===== config.mk =====
export PLATFORM = sky130hd
export DESIGN_NAME = keypad_reader_flat
export DESIGN_NICKNAME = d
export VERILOG_FILES = /design/src/rtl/keypad_pkg.sv /design/src/rtl/keypad_reader_if.sv /design/src/rtl/sync_2ff.sv /design/src/rtl/keypad_reader.sv /design/src/flat_wrapper.sv
export SDC_FILE = /design/constraint.sdc
export NUM_CORES = 1
export LEC_CHECK = 0
export CAP_MARGIN = 15
export CORE_AREA = 2 2 108 110
export DETAILED_ROUTE_END_ITERATION = 10
export DIE_AREA = 0 0 110 112
export PLACE_DENSITY = 0.6
export SETUP_SLACK_MARGIN = 0.02
export SYNTH_ARGS = -nofsm -noshare
export SYNTH_HDL_FRONTEND = slang
export SYNTH_SLANG_ARGS = --single-unit

===== constraint.sdc =====
create_clock -name clk -period 3.9 [get_ports clk]
set_clock_uncertainty 0.05 [all_clocks]
set_input_delay 0.78 -clock clk [delete_from_list [all_inputs] [get_ports clk]]
set_output_delay 0.78 -clock clk [all_outputs]
set_load 0.02 [all_outputs]

===== src/rtl/keypad_pkg.sv =====
// Shared types, key codes and operand limits for the keypad reader.
package keypad_pkg;

    typedef enum logic [1:0] {
        S_SCAN     = 2'd0,
        S_DEBOUNCE = 2'd1,
        S_PRESSED  = 2'd2,
        S_RELEASE  = 2'd3
    } state_e;

    localparam int unsigned CODE_W      = 4;
    localparam int unsigned OPERAND_W   = 10;
    localparam int unsigned DIGIT_LIMIT = 3;
    localparam int unsigned DCNT_W      = 2;

    localparam logic [CODE_W-1:0] KEY_STAR = 4'hE;
    localparam logic [CODE_W-1:0] KEY_HASH = 4'hF;

    // Keypad matrix position to key code.
    function automatic logic [CODE_W-1:0] key_lookup(input logic [1:0] row, input logic [1:0] col);
        logic [CODE_W-1:0] code;
        case ({row, col})
            4'd0:    code = 4'h1;
            4'd1:    code = 4'h2;
            4'd2:    code = 4'h3;
            4'd3:    code = 4'hA;
            4'd4:    code = 4'h4;
            4'd5:    code = 4'h5;
            4'd6:    code = 4'h6;
            4'd7:    code = 4'hB;
            4'd8:    code = 4'h7;
            4'd9:    code = 4'h8;
            4'd10:   code = 4'h9;
            4'd11:   code = 4'hC;
            4'd12:   code = KEY_STAR;
            4'd13:   code = 4'h0;
            4'd14:   code = KEY_HASH;
            default: code = 4'hD;
        endcase
        return code;
    endfunction

    // Lowest-index active-low row wins when several rows are pulled.
    function automatic logic [1:0] lowest_low(input logic [3:0] pat);
        logic [1:0] r;
        r = 2'd3;
        for (int i = 3; i >= 0; i--) begin
            if (!pat[i]) r = 2'(i);
        end
        return r;
    endfunction

    function automatic logic [1:0] col_index(input logic [3:0] sel);
        logic [1:0] c;
        case (sel)
            4'b1110: c = 2'd0;
            4'b1101: c = 2'd1;
            4'b1011: c = 2'd2;
            default: c = 2'd3;
        endcase
        return c;
    endfunction

endpackage


===== src/rtl/keypad_reader_if.sv =====
// Key report and operand handshake between the keypad reader and its consumer.
interface keypad_reader_if;
    import keypad_pkg::*;

    logic [CODE_W-1:0]    key_code;
    logic                 key_valid;
    logic [OPERAND_W-1:0] entry_value;
    logic [OPERAND_W-1:0] number_out;
    logic                 number_valid;
    logic                 number_ready;

    modport master (
        output key_code, key_valid, entry_value, number_out, number_valid,
        input  number_ready
    );

    modport slave (
        input  key_code, key_valid, entry_value, number_out, number_valid,
        output number_ready
    );

endinterface


===== src/rtl/sync_2ff.sv =====
// Two-flop synchronizer for the asynchronous row lines.
module sync_2ff #(
    parameter int unsigned WIDTH = 4
) (
    input  logic             clk,
    input  logic             reset,
    input  logic [WIDTH-1:0] d,
    output logic [WIDTH-1:0] q
);

    logic [WIDTH-1:0] ff1_q;
    logic [WIDTH-1:0] ff2_q;

    always_ff @(posedge clk) begin
        if (reset) begin
            ff1_q <= '0;
            ff2_q <= '0;
        end else begin
            ff1_q <= d;
            ff2_q <= ff1_q;
        end
    end

    assign q = ff2_q;

endmodule


===== src/rtl/keypad_reader.sv =====
// 4x4 keypad scanner with debounce, 3-digit decimal entry and operand commit handshake.
module keypad_reader
    import keypad_pkg::*;
#(
    parameter int unsigned SCAN_CYCLES     = 1000,
    parameter int unsigned DEBOUNCE_CYCLES = 20000
) (
    input  logic            clk,
    input  logic            reset,
    input  logic [3:0]      rows,
    output logic [3:0]      col_select,
    keypad_reader_if.master bus
);

    localparam int unsigned SCAN_W = $clog2(SCAN_CYCLES + 1);
    localparam int unsigned DEB_W  = $clog2(DEBOUNCE_CYCLES + 1);
    localparam int unsigned MUL_W  = OPERAND_W + 4;

    logic [3:0] rows_s;

    sync_2ff #(.WIDTH(4)) u_sync (
        .clk   (clk),
        .reset (reset),
        .d     (rows),
        .q     (rows_s)
    );

    state_e               state_q,     state_d;
    logic [3:0]           col_sel_q,   col_sel_d;
    logic [SCAN_W-1:0]    scan_cnt_q,  scan_cnt_d;
    logic [DEB_W-1:0]     deb_cnt_q,   deb_cnt_d;
    logic [3:0]           pat_q,       pat_d;
    logic [CODE_W-1:0]    key_code_q,  key_code_d;
    logic                 key_valid_q, key_valid_d;
    logic [OPERAND_W-1:0] entry_q,     entry_d;
    logic [DCNT_W-1:0]    digit_cnt_q, digit_cnt_d;
    logic [OPERAND_W-1:0] num_q,       num_d;
    logic                 num_valid_q, num_valid_d;

    logic             scan_last;
    logic             deb_last;
    logic [3:0]       col_next;
    logic [MUL_W-1:0] entry_mul;

    assign scan_last = (scan_cnt_q == SCAN_W'(SCAN_CYCLES - 1));
    assign deb_last  = (deb_cnt_q == DEB_W'(DEBOUNCE_CYCLES - 1));
    assign col_next  = {col_sel_q[2:0], col_sel_q[3]};
    assign entry_mul = MUL_W'(entry_q) * MUL_W'(10) + MUL_W'(key_code_q);

    // Scan / debounce / hold / release sequencing.
    always_comb begin
        state_d     = state_q;
        col_sel_d   = col_sel_q;
        scan_cnt_d  = scan_cnt_q;
        deb_cnt_d   = deb_cnt_q;
        pat_d       = pat_q;
        key_code_d  = key_code_q;
        key_valid_d = 1'b0;
        case (state_q)
            S_SCAN: begin
                if (scan_last) begin
                    scan_cnt_d = '0;
                    if (rows_s != 4'hF) begin
                        pat_d     = rows_s;
                        deb_cnt_d = '0;
                        state_d   = S_DEBOUNCE;
                    end else begin
                        col_sel_d = col_next;
                    end
                end else begin
                    scan_cnt_d = scan_cnt_q + SCAN_W'(1);
                end
            end
            S_DEBOUNCE: begin
                if (rows_s == pat_q) begin
                    if (deb_last) begin
                        key_valid_d = 1'b1;
                        key_code_d  = key_lookup(lowest_low(pat_q), col_index(col_sel_q));
                        deb_cnt_d   = '0;
                        state_d     = S_PRESSED;
                    end else begin
                        deb_cnt_d = deb_cnt_q + DEB_W'(1);
                    end
                end else begin
                    col_sel_d  = col_next;
                    scan_cnt_d = '0;
                    deb_cnt_d  = '0;
                    state_d    = S_SCAN;
                end
            end
            S_PRESSED: begin
                if (rows_s == 4'hF) begin
                    deb_cnt_d = '0;
                    state_d   = S_RELEASE;
                end
            end
            S_RELEASE: begin
                if (rows_s != 4'hF) begin
                    state_d = S_PRESSED;
                end else if (deb_last) begin
                    col_sel_d  = col_next;
                    scan_cnt_d = '0;
                    deb_cnt_d  = '0;
                    state_d    = S_SCAN;
                end else begin
                    deb_cnt_d = deb_cnt_q + DEB_W'(1);
                end
            end
            default: state_d = S_SCAN;
        endcase
    end

    // Digit accumulation and operand commit; the consumer handshake is
    // resolved against the pre-edge valid, so a '#' racing it is dropped.
    always_comb begin
        entry_d     = entry_q;
        digit_cnt_d = digit_cnt_q;
        num_d       = num_q;
        num_valid_d = num_valid_q;
        if (num_valid_q && bus.number_ready) begin
            num_valid_d = 1'b0;
        end
        if (key_valid_q) begin
            if (key_code_q <= 4'h9) begin
                if (digit_cnt_q < DCNT_W'(DIGIT_LIMIT)) begin
                    entry_d     = OPERAND_W'(entry_mul);
                    digit_cnt_d = digit_cnt_q + DCNT_W'(1);
                end
            end else if (key_code_q == KEY_STAR) begin
                entry_d     = '0;
                digit_cnt_d = '0;
            end else if (key_code_q == KEY_HASH) begin
                if ((digit_cnt_q != '0) && !num_valid_q) begin
                    num_d       = entry_q;
                    num_valid_d = 1'b1;
                    entry_d     = '0;
                    digit_cnt_d = '0;
                end
            end
        end
    end

    always_ff @(posedge clk) begin
        if (reset) begin
            state_q     <= S_SCAN;
            col_sel_q   <= 4'b1110;
            scan_cnt_q  <= '0;
            deb_cnt_q   <= '0;
            pat_q       <= 4'hF;
            key_code_q  <= '0;
            key_valid_q <= 1'b0;
            entry_q     <= '0;
            digit_cnt_q <= '0;
            num_q       <= '0;
            num_valid_q <= 1'b0;
        end else begin
            state_q     <= state_d;
            col_sel_q   <= col_sel_d;
            scan_cnt_q  <= scan_cnt_d;
            deb_cnt_q   <= deb_cnt_d;
            pat_q       <= pat_d;
            key_code_q  <= key_code_d;
            key_valid_q <= key_valid_d;
            entry_q     <= entry_d;
            digit_cnt_q <= digit_cnt_d;
            num_q       <= num_d;
            num_valid_q <= num_valid_d;
        end
    end

    assign col_select       = col_sel_q;
    assign bus.key_code     = key_code_q;
    assign bus.key_valid    = key_valid_q;
    assign bus.entry_value  = entry_q;
    assign bus.number_out   = num_q;
    assign bus.number_valid = num_valid_q;

endmodule


===== src/flat_wrapper.sv =====
// flat-port wrapper written by rule: the top's interface ports become plain ports
module keypad_reader_flat import keypad_pkg::*;
#(
    parameter int unsigned SCAN_CYCLES     = 1000,
    parameter int unsigned DEBOUNCE_CYCLES = 20000
)
  (clk, reset, rows, col_select, bus_key_code, bus_key_valid, bus_entry_value, bus_number_out, bus_number_valid, bus_number_ready);
  keypad_reader_if bus_i ();
  input  logic clk;
  input  logic reset;
  input  logic [3:0] rows;
  output logic [3:0] col_select;
  output wire logic [$bits(bus_i.key_code)-1:0] bus_key_code;
  output wire logic [$bits(bus_i.key_valid)-1:0] bus_key_valid;
  output wire logic [$bits(bus_i.entry_value)-1:0] bus_entry_value;
  output wire logic [$bits(bus_i.number_out)-1:0] bus_number_out;
  output wire logic [$bits(bus_i.number_valid)-1:0] bus_number_valid;
  input wire logic [$bits(bus_i.number_ready)-1:0] bus_number_ready;
  assign bus_key_code = bus_i.key_code;
  assign bus_key_valid = bus_i.key_valid;
  assign bus_entry_value = bus_i.entry_value;
  assign bus_number_out = bus_i.number_out;
  assign bus_number_valid = bus_i.number_valid;
  assign bus_i.number_ready = bus_number_ready;
  keypad_reader #(.SCAN_CYCLES(SCAN_CYCLES), .DEBOUNCE_CYCLES(DEBOUNCE_CYCLES)) u_core (.clk(clk), .reset(reset), .rows(rows), .col_select(col_select), .bus(bus_i));
endmodule

==> impl_results.md <==
* CTS Buf Count at 9
* Fin. Hold Viols at 0
* Post-synth EDFFs at 0
* Pins Over Slew Limit at 0
* Synth Area in Adders at 0.07981
* Warning count from the yosys run at 0
* Nets at 479
* CP cell instances: ha_1 -> ha_1 -> fa_1 -> a211oi_1 -> o22ai_1 -> nor4bb_1 -> xnor3_1 -> a22oi_1 -> nor2_1
* Syn Inst Count at 420
* Initial antenna violation count at 0
* Clock-pin slew on the worst setup and hold paths at around 50 ps
* First-pass GRT wire length at 13.59 mm
* Routed wire length at roughly 8 mm
* Share of cells above drive strength 1 at 0.05286
* Min-delay worst type: reg2reg
* Xor-xnor portion of the synthesized cell area at 0.05676
* Overflow after GRT at 0
* Max Freq at ~330 MHz
* Filler cell count in the final layout at 1101
* Clk root buf: clkbuf_16
* Clk_lat worst skew at 330 ps
* Post-CTS Setup Repair Bufs at 0
* Total power at ~0.0015 W
* Synth Area in Compound Gates at 0.1613
* Multi-input gate area at between 0.002 and 0.0025 mm²
* Row count at 39
* Crit-path most repeated cell: ha_1
* I/O Pins at 37
* Switch share at 0.1998
* Main combinational cell family by area after synthesis: simple AND/OR/NAND/NOR gates
* Min cycle time layout at between 3000 and 4000 ps
* Placer Congestion at between 0.8 and 0.9
* Flop pwr share at 0.482
* Maximum number of pins on one net before global-route repair at between 50 and 60
* CTS sink count at between 70 and 80
* Inserted Diodes at 0
* CP Capture Type: register
* Vias at ~3000
* Core footprint at between 0.01 and 0.015 mm²
* Main synth FF type: dfxtp_1
* P&R area growth vs syn at 20.67%
* Commonest non-fill, non-tap cell in the layout: dfxtp_1
* VDD IR max at 0.0003191 V
* Post-synthesis mux area share at 0.03337
* Critical path class: reg2reg
* Post-synthesis register bit count at 71
* Period utilization at 0.7713
* Clock Path Buffers at 2
* Final setup fails at 0
* Arrival time at the worst endpoint at between 3000 and 4000 ps
* DP Area at 0.004111 mm²
* Placed Cells at ~580
* Post-route worst setup slack at about 890 ps
* Residual DRC at 0
* Synth async-reset ratio at 0
* Synthesized Nets at 449
* PwrDens at between 300 and 400 mW/mm²
* Iter 0 DRT Violations at between 100 and 150
* Status: completed
* Final Cell Area at 0.004389 mm²
* Internal power at approximately 0.0012 W
* Die H at about 110 µm
* Post-route insts no fill at 597
* Req. time, crit path at 4050 ps
* Hpwl dp at about 5.6 mm
* RSZ-0062 raised after global routing: false
* Most frequent cells in the layout: dfxtp_1, nor2_1, clkdlybuf4s50_1
* Clock power frac at 0.497
* Register Area at 0.001421 mm²
* Worst-path maximum fanout at 5
* CTS tree: done
* Vias in the first global route at 2908
* Net Sw Power at 0.0003059 W
* Synth cell types at 60
* Logic pwr share at 0.021
* Lkg Pwr at around 1.7 nW
* Mean Syn Cell Area at a little under 9 µm²
* Input/output buffers at 36
* Pre-Repair DR Iteration Count at 4
* Avg Vias per Cell at between 5 and 6
* CP startpoint kind: register
* Hold buffers post-CTS at 0
* Pre-CTS setup slack at around 930 ps
* Register area share after synthesis at 0.3908
* Die ar. at between 0.01 and 0.015 mm²
* Max-cap viol count at 0
* Starting Density at 0.3255
* Slowest CP cell: xnor3_1
* Wirelength per Cell at ~13 µm
* Chip width at approximately 110 µm
* Overall routing resource usage at 0.1384
* H-Tree Depth at 3
* Worst-Margin Slew at a little over 1000 ps
* Synthesized area at ~0.0036 mm²
* Synth Area in Simple Gates at 0.2460
* Slew margin rel. at 0.3046
* Setup TNS at 0 ps
* Post-cts resize count at 0
* Max stage delay on crit path at approximately 430 ps
* Post-route ant nets at 0
==> synthesized netlist by cell type (3+ instances only) <==
| cell type | count | area (µm²) |
|---|---|---|
| a21oi_1 | 28 | 140.1 |
| a22oi_1 | 4 | 30.03 |
| and3_1 | 6 | 37.54 |
| clkbuf_1 | 17 | 63.81 |
| dfxtp_1 | 71 | 1421 |
| ha_1 | 20 | 250.2 |
| inv_1 | 13 | 48.80 |
| mux2i_1 | 11 | 110.1 |
| nand2_1 | 33 | 123.9 |
| nand2b_1 | 3 | 18.77 |
| nand3_1 | 14 | 70.07 |
| nand4_1 | 6 | 37.54 |
| nor2_1 | 54 | 202.7 |
| nor2b_1 | 12 | 75.07 |
| nor3_1 | 8 | 40.04 |
| nor3b_1 | 4 | 30.03 |
| nor4_1 | 4 | 25.02 |
| nor4b_1 | 3 | 26.28 |
| o211ai_1 | 5 | 37.54 |
| o21a_1 | 4 | 30.03 |
| o21ai_0 | 18 | 90.09 |
| o21bai_1 | 3 | 22.52 |
| o22ai_1 | 3 | 18.77 |
| o31ai_1 | 4 | 30.03 |
| or3_1 | 4 | 25.02 |
| or4_1 | 3 | 22.52 |
| xnor2_1 | 13 | 113.9 |
| xor2_1 | 8 | 70.07 |
==> per-layer routing <==
| layer | routed length [µm] | global-route usage | vias to the layer above |
|---|---|---|---|
| li1 | - | - | 1575 |
| met1 | 3638 | 0.1701 | 1426 |
| met2 | 3699 | 0.2282 | 59 |
| met3 | 369 | 0.04040 | 14 |
| met4 | 133 | 0.04810 | 0 |
| met5 | 0 | 0 | - |
==> per-stage QoR <==
stage	utilization	hold WS, ps
detailed placement	0.3679	374.7
floorplan	-	363.8
CTS	0.3928	391.8
global placement	0.3679	373.8
global route	0.3928	408.3
finish	0.3928	385.5
==> area by class of cell <==
type	instances	area share
Multi-Input combinational cell	318	0.4783
Sequential cell	71	0.3238
Timing Repair Buffer	37	0.08267
Clock buffer	15	0.06328
Tap cell	143	0.04076
Inverter	13	0.01112
==> power groups by stage <==
stage | registers [W] | clock network, W | logic [W]
2_1_floorplan | 0.000751 | 0 | 0.0000224
3_3_place_gp | 0.000752 | 0 | 0.0000327
3_5_place_dp | 0.000753 | 0 | 0.0000333
4_1_cts | 0.000737 | 0.000780 | 0.0000335
5_1_grt | 0.000738 | 0.000811 | 0.0000381
6_report | 0.000737 | 0.000761 | 0.0000328
==> critical path, delay by kind of cell, from the launching register on <==
family | cells | cell delay (ps)
xor gates and xnor gates | 1 | 430
AOI/OAI and AO/OA | 3 | 740
and+or+nand+nor | 2 | 340
DFF | 1 | 420
adders and majority gates | 3 | 900
==> state kept, by name, indices dropped and copies added, names as in the netlist, 2 cells and up <==
register and flops:
u_core.col_select 4, u_core.bus.entry_value 10, u_core.scan_cnt_q 10, u_core.bus.key_code 4, u_core.u_sync.ff1_q 4, u_core.u_sync.q 4
u_core.deb_cnt_q 15, u_core.bus.number_out 10, u_core.state_q 2, u_core.pat_q 4, u_core.digit_cnt_q 2
==> kinds of logic (layout without fill, tap and decap cells) <==
logic type               Yosys count  in the layout
buffers and inverters             31             65
AO/OA/AOI/OAI                     91             91
adder cells (fa/ha/maj)           22             22
flip-flops                        71             71
AND/OR/NAND/NOR                  171            171
multiplexers                      12             12
XOR/XNOR                          22             22
==> final timing paths <==
check	from	endpoint	slack, ps	depth (start not counted)
min reg2reg	u_core.u_sync.ff1_q[1]	u_core.u_sync.q[1]	390	1
max reg2reg	u_core.bus.entry_value[1]	u_core.bus.entry_value[9]	890	9
max	u_core.bus.entry_value[1]	u_core.bus.entry_value[9]	890	9
min	u_core.u_sync.ff1_q[1]	u_core.u_sync.q[1]	390	1
Power figures use the tool's default switching activity.
